## src/rtl/key_pulse_conditioner.sv

```systemverilog
// -----------------------------------------------------------------------------
// key_pulse_conditioner
//
// Purpose
//   Front end for the tug-of-war playfield. Turns the two raw, active-low,
//   asynchronous player keys into clean one-cycle press pulses L and R.
//   Each key path is: 2-flop synchronizer -> debouncer -> press-edge detector.
//   A final arbiter cancels presses that land in the same cycle, so L and R
//   are never high together.
//
// Parameters
//   DEBOUNCE_CYCLES  synced level must persist this many cycles to be accepted (>=1)
//   REPEAT_CYCLES    auto-repeat period in cycles, used only with AUTOREPEAT_EN (>=1)
//
// Configuration macro
//   AUTOREPEAT_EN    when defined, a held key produces an extra event every
//                    REPEAT_CYCLES cycles after its press event. When undefined,
//                    no repeat counter is built and each press yields one pulse.
//
// Ports
//   clock    in   system clock, all state updates on its rising edge
//   reset    in   asynchronous, active-high; clears all state immediately
//   key_l_n  in   raw left key (KEY[3]), asynchronous, 0 = pressed
//   key_r_n  in   raw right key (KEY[0]), asynchronous, 0 = pressed
//   L        out  one-cycle pulse, left press accepted
//   R        out  one-cycle pulse, right press accepted
// -----------------------------------------------------------------------------
module key_pulse_conditioner #(
   parameter int DEBOUNCE_CYCLES = 4,
   parameter int REPEAT_CYCLES   = 16
) (
   input  logic clock,
   input  logic reset,
   input  logic key_l_n,
   input  logic key_r_n,
   output logic L,
   output logic R
);

   // Key path indices used for every per-key vector below.
   localparam int KEY_L = 0;
   localparam int KEY_R = 1;
   localparam int N_KEYS = 2;

   // One counter width serves both debounce and repeat counters.
   localparam int MAX_CNT = (DEBOUNCE_CYCLES > REPEAT_CYCLES) ? DEBOUNCE_CYCLES
                                                              : REPEAT_CYCLES;
   localparam int CNT_W   = $clog2(MAX_CNT + 1);

   localparam logic [CNT_W-1:0] DB_LAST = CNT_W'(DEBOUNCE_CYCLES - 1);

   // --------------------------------------------------------------------------
   // State
   // --------------------------------------------------------------------------
   logic [N_KEYS-1:0] sync1_q,  sync1_d;
   logic [N_KEYS-1:0] sync2_q,  sync2_d;
   logic [N_KEYS-1:0] stable_q, stable_d;
   logic [CNT_W-1:0]  cnt_q [N_KEYS];
   logic [CNT_W-1:0]  cnt_d [N_KEYS];
   logic              l_q, l_d;
   logic              r_q, r_d;

   logic [N_KEYS-1:0] press_evt;   // stable 1->0 at this edge
   logic [N_KEYS-1:0] rpt_evt;     // auto-repeat fire at this edge
   logic [N_KEYS-1:0] evt;         // any event presented to the arbiter

   // --------------------------------------------------------------------------
   // Synchronizer and debouncer, next-state logic
   // --------------------------------------------------------------------------
   always_comb begin
      // NOTE: every signal written here gets a default first, so no path can
      // leave one unassigned and infer a latch.
      sync1_d   = {key_r_n, key_l_n};
      sync2_d   = sync1_q;
      stable_d  = stable_q;
      press_evt = '0;
      for (int k = 0; k < N_KEYS; k++) begin
         cnt_d[k] = '0;
         if (sync2_q[k] != stable_q[k]) begin
            if (cnt_q[k] == DB_LAST) begin
               // Mismatch has persisted DEBOUNCE_CYCLES synced cycles: accept it.
               // Only the falling (press) direction is an event.
               stable_d[k]  = sync2_q[k];
               press_evt[k] = ~sync2_q[k];
            end else begin
               cnt_d[k] = cnt_q[k] + CNT_W'(1);
            end
         end
      end
   end

   // --------------------------------------------------------------------------
   // Optional auto-repeat
   // --------------------------------------------------------------------------
`ifdef AUTOREPEAT_EN
   localparam logic [CNT_W-1:0] RPT_LAST = CNT_W'(REPEAT_CYCLES - 1);

   logic [CNT_W-1:0] rpt_cnt_q [N_KEYS];
   logic [CNT_W-1:0] rpt_cnt_d [N_KEYS];

   // The counter is held at zero while the key is released, which also clears
   // it on the press edge itself; it then counts every cycle the key stays down
   // and fires each time it wraps, giving a period of REPEAT_CYCLES.
   always_comb begin
      rpt_evt = '0;
      for (int k = 0; k < N_KEYS; k++) begin
         rpt_cnt_d[k] = '0;
         if (!stable_q[k]) begin
            if (rpt_cnt_q[k] == RPT_LAST) begin
               rpt_evt[k] = 1'b1;
            end else begin
               rpt_cnt_d[k] = rpt_cnt_q[k] + CNT_W'(1);
            end
         end
      end
   end

   always_ff @(posedge clock or posedge reset) begin
      if (reset) begin
         for (int k = 0; k < N_KEYS; k++) begin
            rpt_cnt_q[k] <= '0;
         end
      end else begin
         for (int k = 0; k < N_KEYS; k++) begin
            rpt_cnt_q[k] <= rpt_cnt_d[k];
         end
      end
   end
`else
   always_comb begin
      rpt_evt = '0;
   end
`endif

   // --------------------------------------------------------------------------
   // Cancel arbiter: events from both keys in the same cycle annul each other.
   // --------------------------------------------------------------------------
   always_comb begin
      evt = press_evt | rpt_evt;
      l_d = evt[KEY_L] & ~evt[KEY_R];
      r_d = evt[KEY_R] & ~evt[KEY_L];
   end

   // --------------------------------------------------------------------------
   // State register
   // --------------------------------------------------------------------------
   // Synchronizer and stable level reset to "released" so that a key held
   // across reset release is seen as a fresh press.
   always_ff @(posedge clock or posedge reset) begin
      if (reset) begin
         // NOTE: sequential state uses non-blocking assignments only, so every
         // flop samples pre-edge values regardless of statement order.
         sync1_q  <= '1;
         sync2_q  <= '1;
         stable_q <= '1;
         // NOTE: the counter arrays are few flops and must start known, so
         // they are reset explicitly element by element.
         for (int k = 0; k < N_KEYS; k++) begin
            cnt_q[k] <= '0;
         end
         l_q <= 1'b0;
         r_q <= 1'b0;
      end else begin
         sync1_q  <= sync1_d;
         sync2_q  <= sync2_d;
         stable_q <= stable_d;
         for (int k = 0; k < N_KEYS; k++) begin
            cnt_q[k] <= cnt_d[k];
         end
         l_q <= l_d;
         r_q <= r_d;
      end
   end

   assign L = l_q;
   assign R = r_q;

endmodule
```

## config.mk

```make
export PLATFORM = sky130hd
export DESIGN_NAME = key_pulse_conditioner
export DESIGN_NICKNAME = d
export VERILOG_FILES = /design/src/rtl/key_pulse_conditioner.sv
export SDC_FILE = /design/constraint.sdc
export NUM_CORES = 1
export LEC_CHECK = 0
export CAP_MARGIN = 20
export CORE_MARGIN = 2
export CORE_UTILIZATION = 53
export DETAILED_ROUTE_END_ITERATION = 7
export GPL_ROUTABILITY_DRIVEN = 0
export PLACE_DENSITY_LB_ADDON = 0.1
export SLEW_MARGIN = 20
export SYNTH_ARGS = -nofsm -noshare
export SYNTH_HDL_FRONTEND = slang
export SYNTH_SLANG_ARGS = --single-unit
```

## constraint.sdc

```tcl
create_clock -name clock -period 1.85 [get_ports clock]
set_clock_uncertainty 0.05 [all_clocks]
set_input_delay 0.37 -clock clock [delete_from_list [all_inputs] [get_ports clock]]
set_output_delay 0.37 -clock clock [all_outputs]
set_load 0.05 [all_outputs]
```

==> results of run 1 <==
==> critical path, delay by kind of cell (launching register included) <==
family                     cells  cell delay, ns
and+or+nand+nor                1            0.49
DFF                            1            0.40
adders and majority gates      1            0.25
AOI/OAI and AO/OA              1            0.26
==> report_power, final <==
group	internal, mW	switching [mW]
Combinational	0.127	0.130
Clock	0.0839	0.115
Sequential	0.491	0.0874
Total	0.701	0.332
==> metrics by stage <==
stage	worst slack, ns	cell area [µm²]
global placement	0.360	843
finish	0.284	870
detailed placement	0.311	843
global route	0.207	870
floorplan	0.392	764
CTS	0.290	870
==> worst max path at each step <==
stage,endpoint,slack (ns),cells past startpoint
2_1_floorplan,R,0.39,3
3_5_place_dp,R,0.31,3
3_3_place_gp,R,0.36,3
5_1_grt,R,0.21,3
4_1_cts,R,0.29,3
6_report,R,0.28,3
==> flip-flops by register name, summed over array words and instances (netlist names) <==
signal / cells
L: 1
R: 1
cnt_q: 10
stable_q: 2
sync1_q: 2
sync2_q: 2
==> cell families (layout without fill, tap and decap cells) <==
logic type                 count (synthesis)  after routing  share of synthesized area (%)
xor gates and xnor gates                   4              4                           4.58
AOI/OAI and AO/OA                          6              6                           6.06
buffers and inverters                      2             13                          0.982
muxes                                      2              2                           2.95
DFF                                       18             18                           59.9
adders and majority gates                  2              2                           3.27
and+or+nand+nor                           22             22                           22.3
==> final cells by class <==
cell class | instances | area, µm²
sequential | 18 | 458
tap | 15 | 18.8
timing repair buffer | 7 | 60.1
inverter | 2 | 7.51
multi-input combinational | 36 | 299
clock buffer | 4 | 26.3
fill | 99 | 448
==> cell usage after synthesis, drive strengths merged <==
cell type	count
dfstp	6
mux2	2
nor4	4
ha	2
nand2b	1
and4	4
nor2	4
o2111a	1
nor2b	1
xnor2	4
dfrtp	12
a311oi	1
nor3b	1
nor3	4
nor4b	2
or4b	1
a21oi	4
inv	2
==> cells in the final DEF (no fill, tap or decap) <==
cell type and count:
xnor2_1 4, nor2b_1 1, a21oi_1 4, inv_1 2
a311oi_2 1, and4_1 2, nor4b_2 1, dfstp_2 6
or4b_4 1, nor4b_4 1, buf_4 4, ha_1 2
nor3_1 4, nor4_1 4, clkdlybuf4s50_1 3, clkbuf_4 3
dfrtp_1 12, o2111a_1 1, and4_2 2, mux2_1 2
nor2_1 4, nand2b_1 1, nor3b_1 1, clkbuf_1 1
==> metal layers <==
metal  global-route usage (%)  vias up  share of wire (%)
li1                         -      232                  -
met5                        0        -                  0
met3                     6.47        2                2.9
met4                     5.81        0                1.5
met1                     20.6      227                 47
met2                     25.6        8                 48
==> flow_summary.ini, run 1 <==
[logic_synthesis]
yosys_warnings = 0
synth_top_area_cell = dfrtp_1
synth_area_um2 = 764
ys_types = 20
netlist.area_leader.share_pct = 39.3
synthCells = 56
ys_seq_area_share_pct = 59.9
ys_seq_elements = 18
syn_avg_cell_area_um2 = 13.7
synth.area.top_cells = dfrtp_1 39%, dfstp_2 21%, xnor2_1 4.6%, ha_1 3.3%, nor4_1 3.3%
synth_nets = 62

[worst_setup_path]
path_cells = ha_1 > or4b_4 > o2111a_1
crit_type = reg2reg
path_max_fanout = 5
crit_path_end_kind = flip-flop
cp.arrival_ns = 1.70
reg2regPathDepth = 3
required_ns = 1.98
rr_startpoint = cnt_q[5]
cp_slowest_stage_delay_ns = 0.49
startpoint_type = flip-flop
timing.rr.end = R
crit_path_start = cnt_q[5]
reg2reg_slack_ns = 0.28
critical-path-slowest-cell = or4b_4

[drt]
wl_per_cell_um = 14.6
ant_nets = 0
drc = 0
drt_iter0_drc = 6
routed_wl_mm = 1.20
vias = 469
drtPass1Iterations = 3
via_per_inst = 5.72

[grt]
grt_pass1_vias = 478
grt_max_degree = 19
gr-total-overflow = 0
grt_pass1_wl_mm = 2.12
antenna_found_initial = 0
track_usage_pct = 16.4

[sta]
layout_min_cycle_time_ns = 1.57
finalHoldViolCount = 0
finalCritPeriodShare_pct = 84.7
tightest_slew_ns = 0.454
finalSetupTns_ns = 0
hold_ws_ns = 0.311
setup_viol = 0
fmax_mhz = 638
relSlewSlack_pct = 69.5
rsz0062_at_grt = false
slew_viol_final = 0

[finish]
layout-drive-gt1-share_pct = 28.4
utilization_pct = 66.0
nets = 74
syn_to_final_growth_pct = 13.7
fin_cells = 82
diodes = 0

[floorplanning]
core_area_um2 = 1320
dieArea_um2 = 1760
initial_utilization_pct = 58.0
boundaryPins = 6
rows = 13
fp.dieW_um = 42.0
die_h_um = 42.0

[clock_network]
clk_latency_ns = 0.29
cts_root_buf = clkbuf_4
postCtsSetupRepairBufs = 0
cts_buffers = 3
path_clk_slew_ns = 0.09
cts_resized = 0
cts_tree = built
clock_path_buffers = 2
ctsHoldBuffers = 0
ctsHtreeMaxLevel = 1
clock-sinks = 18

[placement]
dp_cells = 78
dp.final_hpwl_um = 876
portBuffers = 5

[min_path]
worstHoldPathType = reg2reg
min_path_cells = 0
min_to = sync2_q[0]
hold_start = sync1_q[0]

[job]
max_cap_violations = 0

[power_and_ir_drop]
p_per_area_nw_per_um2 = 1190
p_total_mw = 1.03
irDropWorstVdd_mv = 0.558
power.leakage_nw = 0.364

[run_status]
outcome = finished, final reports clean
Note: power is estimated with default switching activity, not from simulation.
==> run 2: changes to the inputs <==
--- a/config.mk
+++ b/config.mk
@@ -7,7 +7,7 @@
 export LEC_CHECK = 0
 export CAP_MARGIN = 20
 export CORE_MARGIN = 2
-export CORE_UTILIZATION = 53
+export CORE_UTILIZATION = 48
 export DETAILED_ROUTE_END_ITERATION = 7
 export GPL_ROUTABILITY_DRIVEN = 0
 export PLACE_DENSITY_LB_ADDON = 0.1
==> constraint.sdc (replaced) <==
create_clock -name clock -period 1.4 [get_ports clock]
set_clock_uncertainty 0.05 [all_clocks]
set_input_delay 0.28 -clock clock [delete_from_list [all_inputs] [get_ports clock]]
set_output_delay 0.28 -clock clock [all_outputs]
set_load 0.05 [all_outputs]
==> flow_summary.ini, run 2 (synthesis gave the netlist of run 1 again) <==
[run_status]
outcome = finished, violations left
violations = setup timing

[power_and_ir_drop]
clkPwrFrac_pct = 19.5
pwr-share-comb_pct = 33.5
pwr-share-seq_pct = 47.1
power.leakage_nw = 0.457
p_int_mw = 1.12
p_sw_uw = 473
swShare_pct = 29.8
p_per_area_nw_per_um2 = 1530
irDropWorstVdd_mv = 0.964

[finish]
utilization_pct = 69.1
diodes = 0
final_common_cell = buf_4
multiInputGateArea_um2 = 322
largest-register = cnt_q
layout_common_cells = 17 x buf_4, 12 x dfrtp_1, 6 x dfstp_2
fill_cells = 116
seq_area_um2 = 458
nets = 89
largest_register_ffs = 10
syn_to_final_growth_pct = 36.2
layout-drive-gt1-share_pct = 46.3

[grt]
antenna_found_initial = 0
grt_pass1_vias = 543
track_usage_pct = 16.9
grt_pass1_wl_mm = 2.30
use_met3_pct = 2.50
gr-total-overflow = 0
grt_max_degree = 19
gr-usage-met2_pct = 28.2
busiest_layer = met2
grt.met1_usage_pct = 20.9

[worst_setup_path]
reg2reg_slack_ns = -0.03
rr_startpoint = cnt_q[6]
startpoint_type = flip-flop
required_ns = 1.53
path_max_fanout = 4
timing.rr.end = R
crit_type = reg2reg
reg2regPathDepth = 3
cp.arrival_ns = 1.56
crit_path_end_kind = flip-flop

[sta]
tightest_slew_ns = 0.471
finalHoldViolCount = 0
layout_min_cycle_time_ns = 1.43
setup_slack_ns = -0.0298
relSlewSlack_pct = 68.4
setup_viol = 2
rsz0062_at_grt = true
slew_viol_final = 0
fmax_mhz = 699
finalCritPeriodShare_pct = 102

[clock_network]
clock-sinks = 18
cts_tree = built
ctsHtreeMaxLevel = 1
cts_buffers = 3
cts_root_buf = clkbuf_4
path_clk_slew_ns = 0.10
clock_path_buffers = 2
clk_latency_ns = 0.28

[floorplanning]
boundaryPins = 6
dieArea_um2 = 1930
core_area_um2 = 1510
initial_utilization_pct = 50.7
die_h_um = 43.9
rows = 14
fp.dieW_um = 43.9

[placement]
dp.final_hpwl_um = 960
portBuffers = 5
pre_cts_ws_ns = -0.0293

[job]
max_cap_violations = 0

[drt]
drtPass1Iterations = 4
ant_nets = 0
drt_iter0_drc = 3
routed_wl_mm = 1.33
vias = 526
drc = 0
via_per_inst = 5.37
wl_per_cell_um = 13.6

[min_path]
worstHoldPathType = in2async
-- run 2: cell types whose count changed in the layout (fill, tap and decap cells not counted), sizes merged --
cell / before / now
buf: 4 / 19
-- run 2: metal layers --
| layer | routed length (µm) | part of all wire, % |
|---|---|---|
| met4 | 8 | 0.60 |
| met1 | 596 | 45 |
| met2 | 709 | 53 |
| met3 | 19 | 1.4 |
| met5 | 0 | 0 |
-- run 2: worst max-delay path by stage --
stage          cells past startpoint  startpoint  slack [ns]  to
6_report                           3    cnt_q[6]       -0.03   R
5_1_grt                            3    cnt_q[6]       -0.08   R
4_1_cts                            3    cnt_q[5]       -0.04   R
3_5_place_dp                       3    cnt_q[6]       -0.03   R
3_3_place_gp                       3    cnt_q[6]      -0.002   R
2_1_floorplan                      3    cnt_q[5]       -0.03   R
-- run 2: through the flow --
step / hold WS (ns) / power [mW] / cells / instance area (µm²) / setup TNS, ns
final: 0.253 / 1.59 / 98 / 1040 / -0.0550
after global placement: 0.295 / 1.19 / 90 / 955 / -0.00235
after CTS: 0.257 / 1.54 / 95 / 998 / -0.0406
after detailed placement: 0.301 / 1.21 / 90 / 955 / -0.0512
after floorplan: 0.164 / 1.01 / 56 / 767 / -0.0277
after global routing: 0.276 / 1.71 / 98 / 1040 / -0.162
-- run 2: final cells by class --
type	count	share of cell area, %
Clock buffer	4	3.49
Inverter	2	0.721
Multi-Input combinational cell	36	30.9
Sequential cell	18	44.0
Tap cell	16	1.92
Timing Repair Buffer	22	19.0
-- run 2: power groups by stage --
| stage | Combinational (mW) | Clock, mW | Sequential [mW] |
|---|---|---|---|
| detailed placement | 0.464 | 0 | 0.750 |
| floorplan | 0.255 | 0 | 0.755 |
| CTS | 0.475 | 0.321 | 0.740 |
| global route | 0.602 | 0.344 | 0.765 |
| global placement | 0.451 | 0 | 0.744 |
| finish | 0.532 | 0.310 | 0.748 |
-- run 2: repair_timing --
item,in CTS,in global routing
setup buffers,1,3
pin swaps,2,3
gates resized for setup,0,3
gates cloned,0,0
endpoints found under the setup margin,2,5
hold buffers,0,0
-- run 2: worst max-delay path, cell delays in order, from the launching register on --
cell and delay [ns]:
dfrtp_1 0.41, ha_4 0.16, or4b_4 0.46, o2111a_1 0.24
==> run 3: changes to the inputs <==
--- a/config.mk
+++ b/config.mk
@@ -8,6 +8,7 @@
 export CAP_MARGIN = 20
 export CORE_MARGIN = 2
 export CORE_UTILIZATION = 48
+export CTS_CLUSTER_DIAMETER = 30
 export DETAILED_ROUTE_END_ITERATION = 7
 export GPL_ROUTABILITY_DRIVEN = 0
 export PLACE_DENSITY_LB_ADDON = 0.1
==> results of run 3 <==
No change in the layout: final DEF, timing and power equal those of run 2.
